===== src/rtl/dk_pkg.sv =====
// dk_pkg: shared types and constants for the player animation controller.
//   anim_state_t  - animation state encoding (STAND/WALK/CLIMB)
//   FRAME_*       - sprite ROM frame indices for the start of each cycle
//   walk_frame()  - maps the 4-step walk phase to its sprite frame (1,2,3,2)
//   abs10()       - magnitude of a 10-bit two's complement delta
package dk_pkg;

  typedef enum logic [1:0] {
    ST_STAND = 2'd0,
    ST_WALK  = 2'd1,
    ST_CLIMB = 2'd2
  } anim_state_t;

  localparam logic [2:0] FRAME_STAND  = 3'd0;
  localparam logic [2:0] FRAME_WALK0  = 3'd1;
  localparam logic [2:0] FRAME_CLIMB0 = 3'd4;

  // Walk cycle goes 1,2,3,2 so the legs swing back rather than snapping to 1.
  function automatic logic [2:0] walk_frame(input logic [1:0] phase);
    logic [2:0] f;
    case (phase)
      2'd0:    f = 3'd1;
      2'd1:    f = 3'd2;
      2'd2:    f = 3'd3;
      default: f = 3'd2;
    endcase
    return f;
  endfunction

  // -512 maps to 512 as an unsigned value, which is still correctly "large".
  function automatic logic [9:0] abs10(input logic [9:0] v);
    return v[9] ? (~v + 10'd1) : v;
  endfunction

endpackage


===== src/rtl/anim_step_counter.sv =====
// anim_step_counter: divides the frame rate down to animation steps.
//   frame_clk  in   frame clock
//   Reset      in   synchronous, active-high
//   clear      in   force the count back to 0 (takes priority over enable)
//   enable     in   advance the count this frame
//   wrap       out  combinational pulse: enabled while the count sits at DIV-1;
//                   the count returns to 0 on the same edge
module anim_step_counter #(
  parameter int DIV = 4
) (
  input  logic frame_clk,
  input  logic Reset,
  input  logic clear,
  input  logic enable,
  output logic wrap
);

  localparam int CW = (DIV > 1) ? $clog2(DIV) : 1;
  localparam logic [CW-1:0] LAST = CW'(DIV - 1);

  logic [CW-1:0] count;

  assign wrap = enable && (count == LAST);

  always_ff @(posedge frame_clk) begin
    if (Reset || clear) begin
      count <= '0;
    end else if (enable) begin
      count <= wrap ? '0 : count + 1'b1;
    end
  end

endmodule


===== src/rtl/player_anim_ctrl.sv =====
// player_anim_ctrl: turns per-frame player position into sprite animation.
// Classifies frame-to-frame motion as STAND/WALK/CLIMB, tracks facing, and
// produces the sprite frame index plus the clamped top-left draw origin.
//   frame_clk  in   1   one edge per video frame
//   Reset      in   1   synchronous, active-high
//   PlayerX/Y  in   10  player centre from the movement block
//   PlayerS    in   10  sprite size in pixels
//   SpriteX/Y  out  10  draw origin = centre - size/2, clamped at 0
//   FrameIdx   out  3   0 stand, 1..3 walk, 4..5 climb
//   FaceLeft   out  1   mirror sprite horizontally
//   AnimState  out  2   anim_state_t
module player_anim_ctrl
  import dk_pkg::*;
#(
  parameter int WALK_DIV  = 4,
  parameter int CLIMB_DIV = 6,
  parameter int IDLE_HOLD = 3,
  parameter int MAX_STEP  = 4
) (
  input  logic       frame_clk,
  input  logic       Reset,
  input  logic [9:0] PlayerX,
  input  logic [9:0] PlayerY,
  input  logic [9:0] PlayerS,
  output logic [9:0] SpriteX,
  output logic [9:0] SpriteY,
  output logic [2:0] FrameIdx,
  output logic       FaceLeft,
  output logic [1:0] AnimState
);

  localparam int IW = (IDLE_HOLD > 1) ? $clog2(IDLE_HOLD) : 1;
  localparam logic [IW-1:0] IDLE_LAST = IW'(IDLE_HOLD - 1);

  logic [9:0]    prev_x, prev_y;
  logic [9:0]    dx, dy, half, org_x, org_y;
  logic          teleport, primed;
  anim_state_t   state_q, state_d;
  logic [2:0]    frame_q, frame_d;
  logic          face_q, face_d;
  logic [1:0]    walk_phase_q, walk_phase_d;
  logic [IW-1:0] idle_q, idle_d;
  logic          walk_clr, walk_en, walk_wrap;
  logic          climb_clr, climb_en, climb_wrap;

  // Previous position loads even during Reset so the first primed delta is sane.
  always_ff @(posedge frame_clk) begin
    prev_x <= PlayerX;
    prev_y <= PlayerY;
  end

  assign dx       = PlayerX - prev_x;
  assign dy       = PlayerY - prev_y;
  assign teleport = (abs10(dx) > 10'(MAX_STEP)) || (abs10(dy) > 10'(MAX_STEP));

  assign half  = PlayerS >> 1;
  assign org_x = (PlayerX < half) ? 10'd0 : PlayerX - half;
  assign org_y = (PlayerY < half) ? 10'd0 : PlayerY - half;

  always_comb begin
    state_d = state_q;
    idle_d  = idle_q;
    face_d  = face_q;
    if (primed) begin
      if (teleport) begin
        state_d = ST_STAND;
        idle_d  = '0;
      end else if (dx != 10'd0) begin
        state_d = ST_WALK;
        idle_d  = '0;
        face_d  = dx[9];
      end else if (dy != 10'd0) begin
        state_d = ST_CLIMB;
        idle_d  = '0;
      end else if (idle_q == IDLE_LAST) begin
        state_d = ST_STAND;
        idle_d  = '0;
      end else begin
        idle_d = idle_q + 1'b1;
      end
    end
  end

  // Counters only run while continuing in their own state with real motion;
  // idle frames leave them frozen, any other transition zeroes them.
  assign walk_en   = primed && !teleport && (dx != 10'd0) && (state_q == ST_WALK);
  assign climb_en  = primed && !teleport && (dx == 10'd0) && (dy != 10'd0)
                     && (state_q == ST_CLIMB);
  assign walk_clr  = primed && ((state_d != ST_WALK) || (state_q != ST_WALK));
  assign climb_clr = primed && ((state_d != ST_CLIMB) || (state_q != ST_CLIMB));

  anim_step_counter #(.DIV(WALK_DIV)) u_walk_cnt (
    .frame_clk (frame_clk),
    .Reset     (Reset),
    .clear     (walk_clr),
    .enable    (walk_en),
    .wrap      (walk_wrap)
  );

  anim_step_counter #(.DIV(CLIMB_DIV)) u_climb_cnt (
    .frame_clk (frame_clk),
    .Reset     (Reset),
    .clear     (climb_clr),
    .enable    (climb_en),
    .wrap      (climb_wrap)
  );

  always_comb begin
    frame_d      = frame_q;
    walk_phase_d = walk_phase_q;
    if (primed) begin
      case (state_d)
        ST_WALK: begin
          if (state_q != ST_WALK) begin
            frame_d      = FRAME_WALK0;
            walk_phase_d = 2'd0;
          end else if (walk_wrap) begin
            walk_phase_d = walk_phase_q + 2'd1;
            frame_d      = walk_frame(walk_phase_d);
          end
        end
        ST_CLIMB: begin
          if (state_q != ST_CLIMB) begin
            frame_d = FRAME_CLIMB0;
          end else if (climb_wrap) begin
            frame_d = (frame_q == FRAME_CLIMB0) ? FRAME_CLIMB0 + 3'd1 : FRAME_CLIMB0;
          end
        end
        default: begin
          frame_d      = FRAME_STAND;
          walk_phase_d = 2'd0;
        end
      endcase
    end
  end

  always_ff @(posedge frame_clk) begin
    if (Reset) begin
      state_q      <= ST_STAND;
      frame_q      <= FRAME_STAND;
      face_q       <= 1'b0;
      idle_q       <= '0;
      walk_phase_q <= 2'd0;
      primed       <= 1'b0;
      SpriteX      <= 10'd0;
      SpriteY      <= 10'd0;
    end else begin
      state_q      <= state_d;
      frame_q      <= frame_d;
      face_q       <= face_d;
      idle_q       <= idle_d;
      walk_phase_q <= walk_phase_d;
      primed       <= 1'b1;
      SpriteX      <= org_x;
      SpriteY      <= org_y;
    end
  end

  assign FrameIdx  = frame_q;
  assign FaceLeft  = face_q;
  assign AnimState = state_q;

endmodule


===== config.mk =====
export PLATFORM = sky130hd
export DESIGN_NAME = player_anim_ctrl
export DESIGN_NICKNAME = d
export VERILOG_FILES = /design/src/rtl/dk_pkg.sv /design/src/rtl/anim_step_counter.sv /design/src/rtl/player_anim_ctrl.sv
export SDC_FILE = /design/constraint.sdc
export NUM_CORES = 1
export LEC_CHECK = 0
export BUFFER_PORTS_ARGS = -buffer_cell sky130_fd_sc_hd__clkbuf_2
export CAP_MARGIN = 20
export CORE_AREA = 2 2 94 96
export DETAILED_ROUTE_END_ITERATION = 16
export DIE_AREA = 0 0 96 98
export MAX_ROUTING_LAYER = met4
export PLACE_DENSITY_LB_ADDON = 0.25
export SLEW_MARGIN = 0
export SYNTH_ARGS = -nofsm -noshare
export SYNTH_HDL_FRONTEND = slang
export SYNTH_SLANG_ARGS = --single-unit

===== constraint.sdc =====
create_clock -name frame_clk -period 4 [get_ports frame_clk]
set_clock_uncertainty 0.2 [all_clocks]
set_input_delay 0.4 -clock frame_clk [delete_from_list [all_inputs] [get_ports frame_clk]]
set_output_delay 0.4 -clock frame_clk [all_outputs]
set_load 0.05 [all_outputs]

Word-level counts from Yosys, hierarchy flattened
Index checks and enable logic that the tools add are counted.
{"block": "totals", "wordCells": 94, "regBits": 56, "inputBits": 32, "out_inout_bits": 26}
{"block": "op_classes", "bitwise_logic": 4, "n_eq_ne": 15, "n_lt_le_gt_ge": 4, "n_mux": 24, "n_reduce_logical": 25, "add_sub_neg": 10}
{"op": "2-bit 2-to-1 mux", "count": 12}
{"op": "10-bit by 1-bit adder with 10-bit output (second input constant)", "count": 2}
{"op": "10-bit by 3-bit greater-than comparator with 1-bit output (second input constant)", "count": 2}
{"op": "10-bit by 9-bit < comparator with 1-bit output", "count": 2}
{"op": "10-bit 2-to-1 mux", "count": 2}
{"op": "10-bit inverter", "count": 2}
{"op": "10-bit nonzero test", "count": 2}
{"op": "10-bit subtractor", "count": 2}
{"op": "10-bit by 9-bit subtractor with 10-bit output", "count": 2}
{"op": "3-bit 2-to-1 mux", "count": 5}
{"op": "2-bit equality test (second input constant)", "count": 5}
{"op": "1-bit logical AND", "count": 10}
{"op": "10-bit logical NOT", "count": 1}
{"op": "3-bit AND reduction", "count": 3}
{"op": "2-bit case mux with 2 select lines", "count": 2}
{"op": "2-bit by 1-bit adder with 2-bit output (second input constant)", "count": 3}
{"op": "3-bit equality test (second input constant)", "count": 2}
{"op": "3-bit by 2-bit != test with 1-bit output (second input constant)", "count": 2}
{"op": "3-bit case mux with 2 select lines", "count": 1}
{"op": "1-bit logical OR", "count": 5}
{"op": "2-bit by 1-bit equality test with 1-bit output (second input constant)", "count": 2}
{"op": "2-bit by 1-bit != test with 1-bit output (second input constant)", "count": 2}
{"op": "2-bit != test (second input constant)", "count": 2}
{"op": "2-bit OR reduction", "count": 2}
{"op": "other kinds (5)", "count": 7}

Longest topological paths before layout
Gate-level depths: netlist of run 1.
{"block": "depth", "depth_word": 15, "mapped_depth": 19, "depth_no_buf": 18}

By module
Synthesis of run 1 repeated with hierarchy kept, for this count alone.
{"block": "unflattened", "hier_cells": 452, "area_unflattened_um2": 3856.2}
{"mod": "player_anim_ctrl", "cells_per_inst": 427, "seq_area_each_um2": 1021.0, "instances": 1, "area_per_inst_um2": 3593.4}
{"mod": "anim_step_counter at u_climb_cnt", "cells_per_inst": 16, "seq_area_each_um2": 60.1, "instances": 1, "area_per_inst_um2": 161.4}
{"mod": "anim_step_counter at u_walk_cnt", "cells_per_inst": 9, "seq_area_each_um2": 40.0, "instances": 1, "area_per_inst_um2": 101.3}

Worst setup path after synthesis of run 1
OpenSTA, ideal clock, no wires.
{"block": "synth_timing", "path_kind": "input port to flip-flop", "from": "in PlayerY[0]", "to": "reg frame_q[0], in the netlist FrameIdx[0]", "arrival_time_ps": 3869, "setup_ps": 116, "path_buffers": 1, "stages": 19, "path_slack_ps": -185, "path_cell_list": "inv_1 ha_1 fa_1 nand2b_1 a21oi_1 xor2_1 or3_1 o21ai_0 a41oi_1 a21o_1 buf_6 a2111oi_0 a21o_1 inv_1 ha_1 a41oi_1 o21ai_0 and4_1 a31o_2"}
{"block": "synth_via", "elab_cells_between_ends": 26, "cone_classes": "add/sub (2); order compare (1); eq/ne (4); mux (6); bitwise (1); reduce/logical (12)"}
{"item": "from (decl)", "line_no": "player_anim_ctrl.sv:23", "text": "input logic [9:0] PlayerY,"}
{"item": "10-bit subtractor *", "line_no": "player_anim_ctrl.sv:53", "text": "assign dy = PlayerY - prev_y;"}
{"item": "10-bit inverter", "line_no": "dk_pkg.sv:32", "text": "return v[9] ? (~v + 10'd1) : v;"}
{"item": "10-bit by 1-bit adder with 10-bit output", "line_no": "dk_pkg.sv:32"}
{"item": "10-bit 2-to-1 mux", "line_no": "dk_pkg.sv:32"}
{"item": "10-bit by 3-bit greater-than comparator with 1-bit output", "line_no": "player_anim_ctrl.sv:54", "text": "assign teleport = (abs10(dx) > 10'(MAX_STEP)) || (abs10(dy) > 10'(MAX_STEP));"}
{"item": "1-bit logical OR", "line_no": "player_anim_ctrl.sv:54"}
{"item": "2-bit 2-to-1 mux *", "line_no": "player_anim_ctrl.sv:65", "text": "if (teleport) begin"}
{"item": "2-bit 2-to-1 mux *", "line_no": "player_anim_ctrl.sv:64", "text": "if (primed) begin"}
{"item": "named net state_d[0]", "line_no": "player_anim_ctrl.sv:38", "text": "anim_state_t state_q, state_d;"}
{"item": "2-bit equality test / 2-bit by 1-bit equality test with 1-bit output (equally long branches)", "line_no": "player_anim_ctrl.sv:112", "text": "case (state_d)"}
{"item": "3-bit by 2-bit != test with 1-bit output (no source line)"}
{"item": "3-bit AND reduction (no source line)"}
{"item": "to (signal assigned)", "line_no": "player_anim_ctrl.sv:149", "text": "frame_q <= frame_d;"}
{"item": "to (decl)", "line_no": "player_anim_ctrl.sv:39", "text": "logic [2:0] frame_q, frame_d;"}
The timed path passes the listed nets; every way through them passes the cells marked *.
A chain may end at the register's enable or synchronous reset.

Worst setup path in the final report of run 1
{"block": "layout_timing", "from": "reg prev_y[0]", "to": "reg frame_q[1], in the netlist FrameIdx[1]"}
{"block": "layout_via", "elab_cells_between_ends": 26, "cone_classes": "add/sub (2); order compare (1); eq/ne (4); mux (6); bitwise (1); reduce/logical (12)"}
{"item": "from (decl)", "line_no": "player_anim_ctrl.sv:35", "text": "logic [9:0] prev_x, prev_y;"}
{"item": "from (signal assigned)", "line_no": "player_anim_ctrl.sv:49", "text": "prev_y <= PlayerY;"}
{"item": "10-bit subtractor *", "line_no": "player_anim_ctrl.sv:53"}
{"item": "10-bit inverter", "line_no": "dk_pkg.sv:32"}
{"item": "10-bit by 1-bit adder with 10-bit output", "line_no": "dk_pkg.sv:32"}
{"item": "10-bit 2-to-1 mux", "line_no": "dk_pkg.sv:32"}
{"item": "10-bit by 3-bit greater-than comparator with 1-bit output", "line_no": "player_anim_ctrl.sv:54"}
{"item": "1-bit logical OR", "line_no": "player_anim_ctrl.sv:54"}
{"item": "2-bit 2-to-1 mux *", "line_no": "player_anim_ctrl.sv:65"}
{"item": "2-bit 2-to-1 mux *", "line_no": "player_anim_ctrl.sv:64"}
{"item": "named net state_d[0]", "line_no": "player_anim_ctrl.sv:38"}
{"item": "2-bit equality test / 2-bit by 1-bit equality test with 1-bit output (equally long branches)", "line_no": "player_anim_ctrl.sv:112"}
{"item": "3-bit by 2-bit != test with 1-bit output (no source line)"}
{"item": "3-bit AND reduction (no source line)"}
Marks and branches as above.

==> results.tsv, run 1 <==
metric	value	unit
drc_errors	0	
stdcell_count	683	
crit_arrival	3.83	ns
start_kind	register	
clk_path_buf_depth	2	
dpl.hpwl	7.022	mm
clockPowerShare	20.3	%
intPower	0.0009694	W
synth-main-ff-cell	dfxtp_1	
fp.dieH	98	um
boundaryPins	58	
rows	34	
clkLatencyLatePin	0.31	ns
pwr-share-comb	40.3	%
fin_crit_sh	95.38	%
top_layer	met4	
register_area	1124	um^2
totalPowerFinal	0.001526	W
report.final.slew_viol_count	0	
antenna_found_initial	0	
routedWlPerCell	13.44	um
cts_buffers	5	
grtUsageTotal	19.96	%
async_flop_share	0	%
wirelength	9.180	mm
htree_levels	2	
core-area	8466	um^2
hold_class	in2reg	
die_w	96	um
wl_met1	4.106	mm
firstDrtPassIters	4	
leakage	2.346	nW
p_switching	0.0005568	W
wl_met3	370	um
grt_pass1_wl	14.85	mm
place_congestion	0.8508	
synth_nets	535	
critPathMaxFanout	4	
gr-total-overflow	0	
synth_seq_cells	56	
swShare	36.48	%
placement.io_buffers	56	
die_area	9408	um^2
status	finished, final reports clean	
drv_cap	0	
crit_start	prev_y[0]	
synth_warnings	0	
ir_drop	0.0001698	V
ys_types	62	
holdWs	0.008830	ns
place_inst	673	
grt_pass1_vias	3393	
syn_area	3830	um^2
ys_seq_area_share	29.27	%
clkSlewWorstSetupHoldPaths	0.10	ns
worstSetupPathType	reg2reg	
drive_gt1_share	31.13	%
place_ws	-0.2684	ns
wl_met2	4.527	mm
fmax	262.1	MHz
via_count	3585	
maxSlewHeadroom	68.48	%
synth.avg_cell_area	8.381	um^2
power_density	304.1	nW/um^2
grt_max_degree	17	
layout.nets	653	
cts-root-buf	clkbuf_8	
synth_cells	457	
synth_edf_count	0	
hold_start	PlayerX[0]	
vias_per_cell	5.249	
finalHoldViolCount	0	
multiInputGateArea	2754	um^2
worst_pin_slew	0.4685	ns
report.final.setup_viol	0	
synthToLayoutAreaGrowth	31.04	%
ant_nets	0	
cts_tree	done	
r2r-start	prev_y[0]	
setup_slack	0.1849	ns
drt_iter0_drc	112	
start_util	45.24	%
n_fill_cell	763	
cp.required	4.01	ns
period_needed	3.815	ns
seqPwrFrac	39.4	%
endpoint_kind	register	
fin_util	59.28	%
cts_sinks	56	
antennaDiodeCount	0	
-- cell type report --
cell class | instances | share of cell area, %
Clock inverter | 2 | 0.2493
Tap cell | 108 | 2.693
Timing Repair Buffer | 119 | 15.13
Multi-Input combinational cell | 349 | 54.87
Sequential cell | 56 | 22.39
Inverter | 44 | 3.291
Clock buffer | 5 | 1.371
-- worst max-delay path: stages (launching register included) --
cell       delay [ns]
dfxtp_1          0.31
ha_1             0.21
fa_2             0.35
nand2b_4         0.16
a21o_1           0.20
nand2_1          0.07
a221oi_1         0.10
buf_4            0.17
nor4b_4          0.30
and2_4           0.22
nand3_2          0.10
a2111oi_4        0.31
a21o_1           0.18
ha_2             0.22
nand2_2          0.06
nand2_2          0.10
o31ai_4          0.08
and3_1           0.15
a31o_2           0.21
-- Yosys cell counts, types with 4 or more instances --
master | number | area [um^2]
o21a_1 | 4 | 30.03
xor2_1 | 7 | 61.31
and3_1 | 5 | 31.28
or3_1 | 5 | 31.28
nand2_1 | 31 | 116.4
o211ai_1 | 4 | 30.03
a31oi_1 | 5 | 31.28
nand2b_1 | 12 | 75.07
ha_1 | 42 | 525.5
nor4_1 | 5 | 31.28
inv_1 | 44 | 165.2
mux2i_1 | 5 | 50.05
o31ai_1 | 4 | 30.03
a21o_1 | 17 | 127.6
a21oi_1 | 18 | 90.09
nor2_1 | 40 | 150.1
dfxtp_1 | 56 | 1121
clkbuf_1 | 4 | 15.01
and2_1 | 5 | 31.28
fa_1 | 4 | 80.08
nor3_1 | 15 | 75.07
xnor2_1 | 20 | 175.2
nand3_1 | 9 | 45.04
o21ai_0 | 29 | 145.1
nor2b_1 | 10 | 62.56
-- power groups by stage --
| stage | Combinational (W) | Clock [W] | Sequential [W] |
|---|---|---|---|
| detailed placement | 0.000564 | 0 | 0.000614 |
| global placement | 0.000555 | 0 | 0.000612 |
| CTS | 0.000571 | 0.000323 | 0.000601 |
| global route | 0.000675 | 0.000336 | 0.000604 |
| finish | 0.000615 | 0.000310 | 0.000601 |
| floorplan | 0.000314 | 0 | 0.000691 |
-- path summary, 6_finish.rpt --
check	cells past startpoint	endpoint	slack (ns)
worst max-delay path	18	FrameIdx[1]	0.18
worst min-delay path	1	prev_x[0]	0.009
worst min register to register	2	u_walk_cnt.count[0]	0.29
worst max register to register	18	FrameIdx[1]	0.18
-- metal layers --
layer	vias up	track usage, %
met1	1644	25.28
met3	14	2.315
met2	78	33.49
met5	-	-
li1	1849	-
met4	0	5.055
-- cells in the final DEF, fill, tap and decap left out, types with 14 or more instances in the layout --
cell type,count
clkbuf_2,56
nor2_1,40
dfxtp_1,54
nand2_1,29
ha_1,35
nor3_1,14
xnor2_1,19
buf_4,61
a21oi_1,14
a21o_1,17
inv_1,41
o21ai_0,22
-- registers in the layout, summed over array words and instances (netlist names), 3 cells and up --
signal and flops:
SpriteX 10, SpriteY 10, prev_x 10, prev_y 10
FrameIdx 3, u_climb_cnt.count 3
-- through the flow --
stage	TNS (ns)	cell area, um^2
finish	0	5019
global route	-0.1328	5019
CTS	0	4778
detailed placement	-1.199	4677
global placement	-0.4938	4677
floorplan	0	3852
-- logic make-up (layout without fill, tap and decap cells) --
kind of cell / after synthesis / count (layout) / synth area share, %
multiplexers: 6 / 6 / 1.601
AO/OA/AOI/OAI: 112 / 112 / 20.09
AND/OR/NAND/NOR: 158 / 158 / 21.66
adder cells (fa/ha/maj): 46 / 46 / 15.81
XOR/XNOR: 27 / 27 / 6.175
buffers and inverters: 52 / 170 / 5.390
flip-flops: 56 / 56 / 29.27
-- timing repair --
| action | 4_1_cts | 5_1_grt |
|---|---|---|
| pin swaps | 2 | 8 |
| setup endpoints to repair | 2 | 12 |
| setup buffers | 1 | 1 |
| hold buffers | 1 | 0 |
| hold endpoints to repair | 1 | 0 |
| resized for setup | 3 | 52 |
No activity file was read; power rests on OpenSTA's default activity.
==> run 2, diff against run 1 <==
--- a/config.mk
+++ b/config.mk
@@ -7,12 +7,15 @@
 export LEC_CHECK = 0
 export BUFFER_PORTS_ARGS = -buffer_cell sky130_fd_sc_hd__clkbuf_2
 export CAP_MARGIN = 20
-export CORE_AREA = 2 2 94 96
+export CELL_PAD_IN_SITES_DETAIL_PLACEMENT = 0
+export CELL_PAD_IN_SITES_GLOBAL_PLACEMENT = 1
+export CORE_AREA = 2 2 103 105
 export DETAILED_ROUTE_END_ITERATION = 16
-export DIE_AREA = 0 0 96 98
+export DIE_AREA = 0 0 105 107
+export HOLD_SLACK_MARGIN = 0.05
 export MAX_ROUTING_LAYER = met4
 export PLACE_DENSITY_LB_ADDON = 0.25
-export SLEW_MARGIN = 0
+export SLEW_MARGIN = 15
 export SYNTH_ARGS = -nofsm -noshare
 export SYNTH_HDL_FRONTEND = slang
 export SYNTH_SLANG_ARGS = --single-unit
==> run 2 against run 1 <==
Compared with the run above: flip-flop and latch count stayed put; sequential power hardly changed; hold slack better by 0.076 ns; clock-buffer cell count stayed put; largest power group unchanged; utilization is 7.6 points lower; final cell count is 7.6% higher; sequential share of layout area is 0.86 points lower; clock power is 8.7% higher; first-iteration DRC count is 13% higher; power is 3.4% higher.
==> results.tsv, run 2 (synthesis gave the netlist of run 1 again) <==
metric	value	unit	change
grt_pass1_wl	16.14	mm	+8.7%
r2r_slack	0.19	ns	about the same
fin_util	51.66	%	-7.6 points
via_count	3604		+0.53%
crit_path_frequent_cell	a21o_1		
worstSetupPathType	in2reg		
hold_class	in2reg		
cts_tree	done		
clk_path_buf_depth	2		unchanged
fin_crit_sh	95.65	%	+0.27 points
tns	0	ns	unchanged
firstDrtPassIters	4		unchanged
report.final.slew_viol_count	0		unchanged
cts-root-buf	clkbuf_8		
drt_iter0_drc	126		+13%
vias_per_cell	4.903		-6.6%
worst_pin_slew	0.3713	ns	-0.09718 ns
layout.nets	676		+3.5%
critPathMaxFanout	3		-1
leakage	2.455	nW	+4.7%
cts_buffers	5		unchanged
drc_errors	0		unchanged
cp.required	4.03	ns	+0.02 ns
r2r-start	prev_y[0]		
endpoint_kind	register		
cp_slowest_cell	dlygate4sd3_1		
clkSlewWorstSetupHoldPaths	0.11	ns	about the same
maxSlewHeadroom	74.61	%	+6.1 points
routedWlPerCell	13.24	um	-1.5%
fp.dieH	107	um	+9.2%
boundaryPins	58		unchanged
final_common_cell	buf_4		
cp_top_family	simple AND/OR/NAND/NOR gates		
antenna_found_initial	0		unchanged
power_density	302.6	nW/um^2	-0.50%
antennaDiodeCount	0		unchanged
period_needed	3.826	ns	+0.01080 ns
start_kind	input port		
report.final.setup_viol	0		unchanged
htree_levels	2		unchanged
fmax	261.4	MHz	-0.28%
hold_depth	2		+1
hold_start	PlayerX[6]		
place_congestion	0.8769		+3.1%
status	finished, final reports clean		
hold_path_end	prev_x[6]		
wirelength	9.732	mm	+6.0%
dpl.hpwl	7.713	mm	+9.8%
path_buf_inv	3		+2
synthToLayoutAreaGrowth	36.13	%	
ir_drop	0.0002359	V	+39%
grt_max_degree	19		+2
core-area	10090	um^2	+19%
n_fill_cell	1013		+33%
worst_r2r_path_depth	17		-1
rr_endpoint	FrameIdx[0]		
mostFrequentLayoutCells	buf_4 (77), clkbuf_2 (56), dfxtp_1 (55), inv_1 (44), nor2_1 (40)		
grt_pass1_vias	3585		+5.7%
path_cells	dlygate4sd3_1 > clkbuf_2 > ha_4 > a21o_1 > or3_4 > and2_1 > or2_2 > and2_4 > a2111oi_4 > a21o_1 > inv_1 > ha_2 > a41oi_2 > o21ai_1 > and4_1 > a31o_2		
rows	37		+8.8%
start_util	37.95	%	-7.3 points
finalHoldViolCount	0		unchanged
grtUsageTotal	18.22	%	-1.7 points
die_area	11240	um^2	+19%
drv_cap	0		unchanged
gr-total-overflow	0		unchanged
die_w	105	um	+9.4%
slowest_delay	0.53	ns	+0.18 ns
cts_sinks	56		unchanged
ant_nets	0		unchanged
drive_gt1_share	31.89	%	+0.76 points
crit_arrival	3.86	ns	+0.03 ns
placement.io_buffers	56		unchanged
clkLatencyLatePin	0.33	ns	+0.02 ns
[run 2: final cells by class]
| type | instances | area, um^2 | area share [%] |
|---|---|---|---|
| timing repair buffer | 142 | 948.4 | 18.19 |
| clock inverter | 3 | 22.52 | 0.4320 |
| sequential | 56 | 1122 | 21.53 |
| inverter | 44 | 165.2 | 3.168 |
| multi-input combinational | 349 | 2716 | 52.10 |
| clock buffer | 5 | 68.82 | 1.320 |
| tap | 136 | 170.2 | 3.264 |
[run 2: layer usage]
layer / GRT usage [%] / share of wire (%) / up-vias
li1: - / - / 1897
met1: 22.43 / 48 / 1647
met2: 30.80 / 48 / 52
met3: 3.769 / 3.8 / 8
met4: 4.286 / 0.96 / 0
met5: - / 0 / -
[run 2: where the power goes]
group          switching (W)  internal, W  total (W)
sequential         0.0000114     0.000591   0.000602
clock               0.000211     0.000126   0.000337
combinational       0.000358     0.000280   0.000638
[run 2: what timing repair did]
action	4_1_cts	5_1_grt
hold buffers	8	1
hold endpoints to repair	8	1
endpoints found under the setup margin	4	12
gates resized for setup	1	44
setup buffers	0	2
pin swaps	0	14
[run 2: through the flow]
step                setup WS, ns  std cells  total power [W]  hold WS [ns]  area (um^2)
finish                    0.1741        735         0.001578       0.08518         5214
floorplan                0.02473        457         0.001005        0.2277         3852
detailed placement       -0.2088        716         0.001204        0.2666         4825
global route            -0.02576        735         0.001682       0.06442         5214
CTS                      0.01219        732         0.001555       0.05672         4996
global placement         -0.1453        716         0.001200        0.2496         4825
[run 2: how the worst max path moves through the flow]
stage | depth (start not counted) | start | slack [ns] | end
after floorplan | 18 | PlayerX[0] | 0.02 | FrameIdx[0]
after global placement | 19 | PlayerY[0] | -0.15 | FrameIdx[0]
after detailed placement | 19 | PlayerY[0] | -0.21 | FrameIdx[0]
after CTS | 17 | prev_x[1] | 0.01 | u_walk_cnt.count[1]
after global routing | 17 | prev_y[2] | -0.03 | FrameIdx[0]
final | 16 | PlayerX[8] | 0.17 | FrameIdx[0]
==> run 3, diff against run 2 <==
--- a/config.mk
+++ b/config.mk
@@ -14,7 +14,7 @@
 export DIE_AREA = 0 0 105 107
 export HOLD_SLACK_MARGIN = 0.05
 export MAX_ROUTING_LAYER = met4
-export PLACE_DENSITY_LB_ADDON = 0.25
+export PLACE_DENSITY_LB_ADDON = 0.2
 export SLEW_MARGIN = 15
 export SYNTH_ARGS = -nofsm -noshare
 export SYNTH_HDL_FRONTEND = slang
==> run 3 against run 2 <==
Compared with the run above: sequential share of layout area decreased by 0.26 points; die area unchanged; largest power group unchanged; critical endpoint unchanged; via count up 0.39%; combinational power up 2%; hold slack worse by 0.017 ns; non-clock buffer count down 1; highest routed layer unchanged; final area increased by 1.4%.
==> results.tsv, run 3 (synthesis gave the netlist of run 1 again) <==
metric	value	unit	change
status	finished, final reports clean		
report.final.slew_viol_count	0		unchanged
grt_pass1_wl	16.35	mm	+1.3%
power_density	299.5	nW/um^2	-1.0%
leakage	2.472	nW	+0.69%
gr-total-overflow	0		unchanged
drc_errors	0		unchanged
htree_levels	2		unchanged
start_kind	input port		
place_ws	-0.2055	ns	+0.003348 ns
worst_pin_slew	0.4320	ns	+0.06073 ns
crit_arrival	3.88	ns	+0.02 ns
cts-root-buf	clkbuf_8		
critPathMaxFanout	4		+1
endpoint_kind	register		
start_util	37.95	%	unchanged
layout.nets	675		-0.15%
holdWs	0.06858	ns	-0.01660 ns
hold_depth	1		-1
clockPowerShare	20.8	%	-0.6 points
dpl.hpwl	7.781	mm	+0.88%
grt_max_degree	19		unchanged
hold_class	in2reg		
setup_slack	0.1379	ns	-0.03624 ns
drt_iter0_drc	107		-15%
totalPowerFinal	0.001584	W	+0.40%
cts_buffers	5		unchanged
period_needed	3.862	ns	+0.03624 ns
die_area	11240	um^2	unchanged
grtUsageTotal	18.30	%	+0.077 points
antennaDiodeCount	0		unchanged
cp.required	4.02	ns	about the same
cts_sinks	56		unchanged
fin_crit_sh	96.55	%	+0.91 points
ant_nets	0		unchanged
core-area	10090	um^2	unchanged
place_congestion	0.8704		-0.74%
antenna_found_initial	0		unchanged
drv_cap	0		unchanged
fp.dieH	107	um	unchanged
fmax	258.9	MHz	-0.94%
final_common_cell	buf_4		
drive_gt1_share	34.45	%	+2.6 points
intPower	0.001005	W	+0.72%
worstSetupPathType	in2reg		
grt_pass1_vias	3571		-0.39%
p_switching	0.0005794	W	-0.14%
via_count	3618		+0.39%
wirelength	9.711	mm	-0.22%
seqPwrFrac	38.0	%	-0.2 points
cts_tree	done		
vias_per_cell	4.929		+0.53%
clkSlewWorstSetupHoldPaths	0.10	ns	about the same
ir_drop	0.0001962	V	-17%
rows	37		unchanged
swShare	36.58	%	-0.20 points
mostFrequentLayoutCells	buf_4 (78), clkbuf_2 (56), dfxtp_1 (53), inv_1 (42), nor2_1 (37)		
worst_r2r_path_depth	19		+2
routedWlPerCell	13.23	um	about the same
clk_path_buf_depth	2		unchanged
firstDrtPassIters	4		unchanged
boundaryPins	58		unchanged
synthToLayoutAreaGrowth	38.09	%	
report.final.setup_viol	0		unchanged
die_w	105	um	unchanged
clkLatencyLatePin	0.32	ns	about the same
finalHoldViolCount	0		unchanged
pwr-share-comb	41.2	%	+0.7 points
maxSlewHeadroom	70.93	%	-3.7 points
placement.io_buffers	56		unchanged
run 3: layout make-up:
type	instances	area, um^2
Clock buffer	5	68.82
Clock inverter	3	22.52
Fill cell	1002	4803
Inverter	44	165.2
Multi-Input combinational cell	349	2801
Sequential cell	56	1125
Tap cell	136	170.2
Timing Repair Buffer	141	935.9
run 3: final timing paths:
check,start,end,slack [ns]
worst max-delay path,PlayerX[8],FrameIdx[0],0.14
worst min-delay path,PlayerY[9],prev_y[9],0.07
worst max register to register,prev_x[6],FrameIdx[0],0.18
worst min register to register,idle_q[0],idle_q[0],0.29
run 3: critical path, stage by stage:
cell           delay, ns
dlygate4sd3_1       0.53
clkbuf_2            0.16
ha_4                0.27
a21o_1              0.16
or3_1               0.37
and2_4              0.17
buf_4               0.13
buf_4               0.14
nand4_1             0.10
a21o_1              0.25
a2111oi_4           0.07
a21o_1              0.19
ha_2                0.20
buf_4               0.13
a41oi_2             0.13
o21ai_1             0.08
and4_1              0.18
a31o_2              0.20
run 3: layer usage:
layer	part of all wire, %	global-route usage, %	vias up
met3	3.9	3.100	12
met4	1.6	4.476	0
met5	0	-	-
met2	46	30.66	63
li1	-	-	1892
met1	48	23.12	1651
run 3: power by group through the flow:
stage	clock, W	sequential, W	combinational (W)
detailed placement	0	0.000614	0.000588
global placement	0	0.000613	0.000584
finish	0.000330	0.000602	0.000652
floorplan	0	0.000691	0.000314
CTS	0.000345	0.000602	0.000597
global route	0.000370	0.000606	0.000716
run 3: through the flow:
stage	util (%)	instance area [um^2]	instances	setup TNS (ns)
after floorplan	-	3852	457	0
final	52.41	5289	734	0
after global placement	47.58	4802	713	-0.4201
after detailed placement	47.58	4802	713	-0.7806
after CTS	49.18	4964	728	0
after global routing	52.41	5289	734	-0.001894
run 3: what timing repair did:
action / in CTS / in global routing
setup endpoints to repair: 0 / 12
buffers inserted: 0 / 6
endpoints found under the hold margin: 7 / 0
hold buffers: 7 / 0
resized for setup: 0 / 65
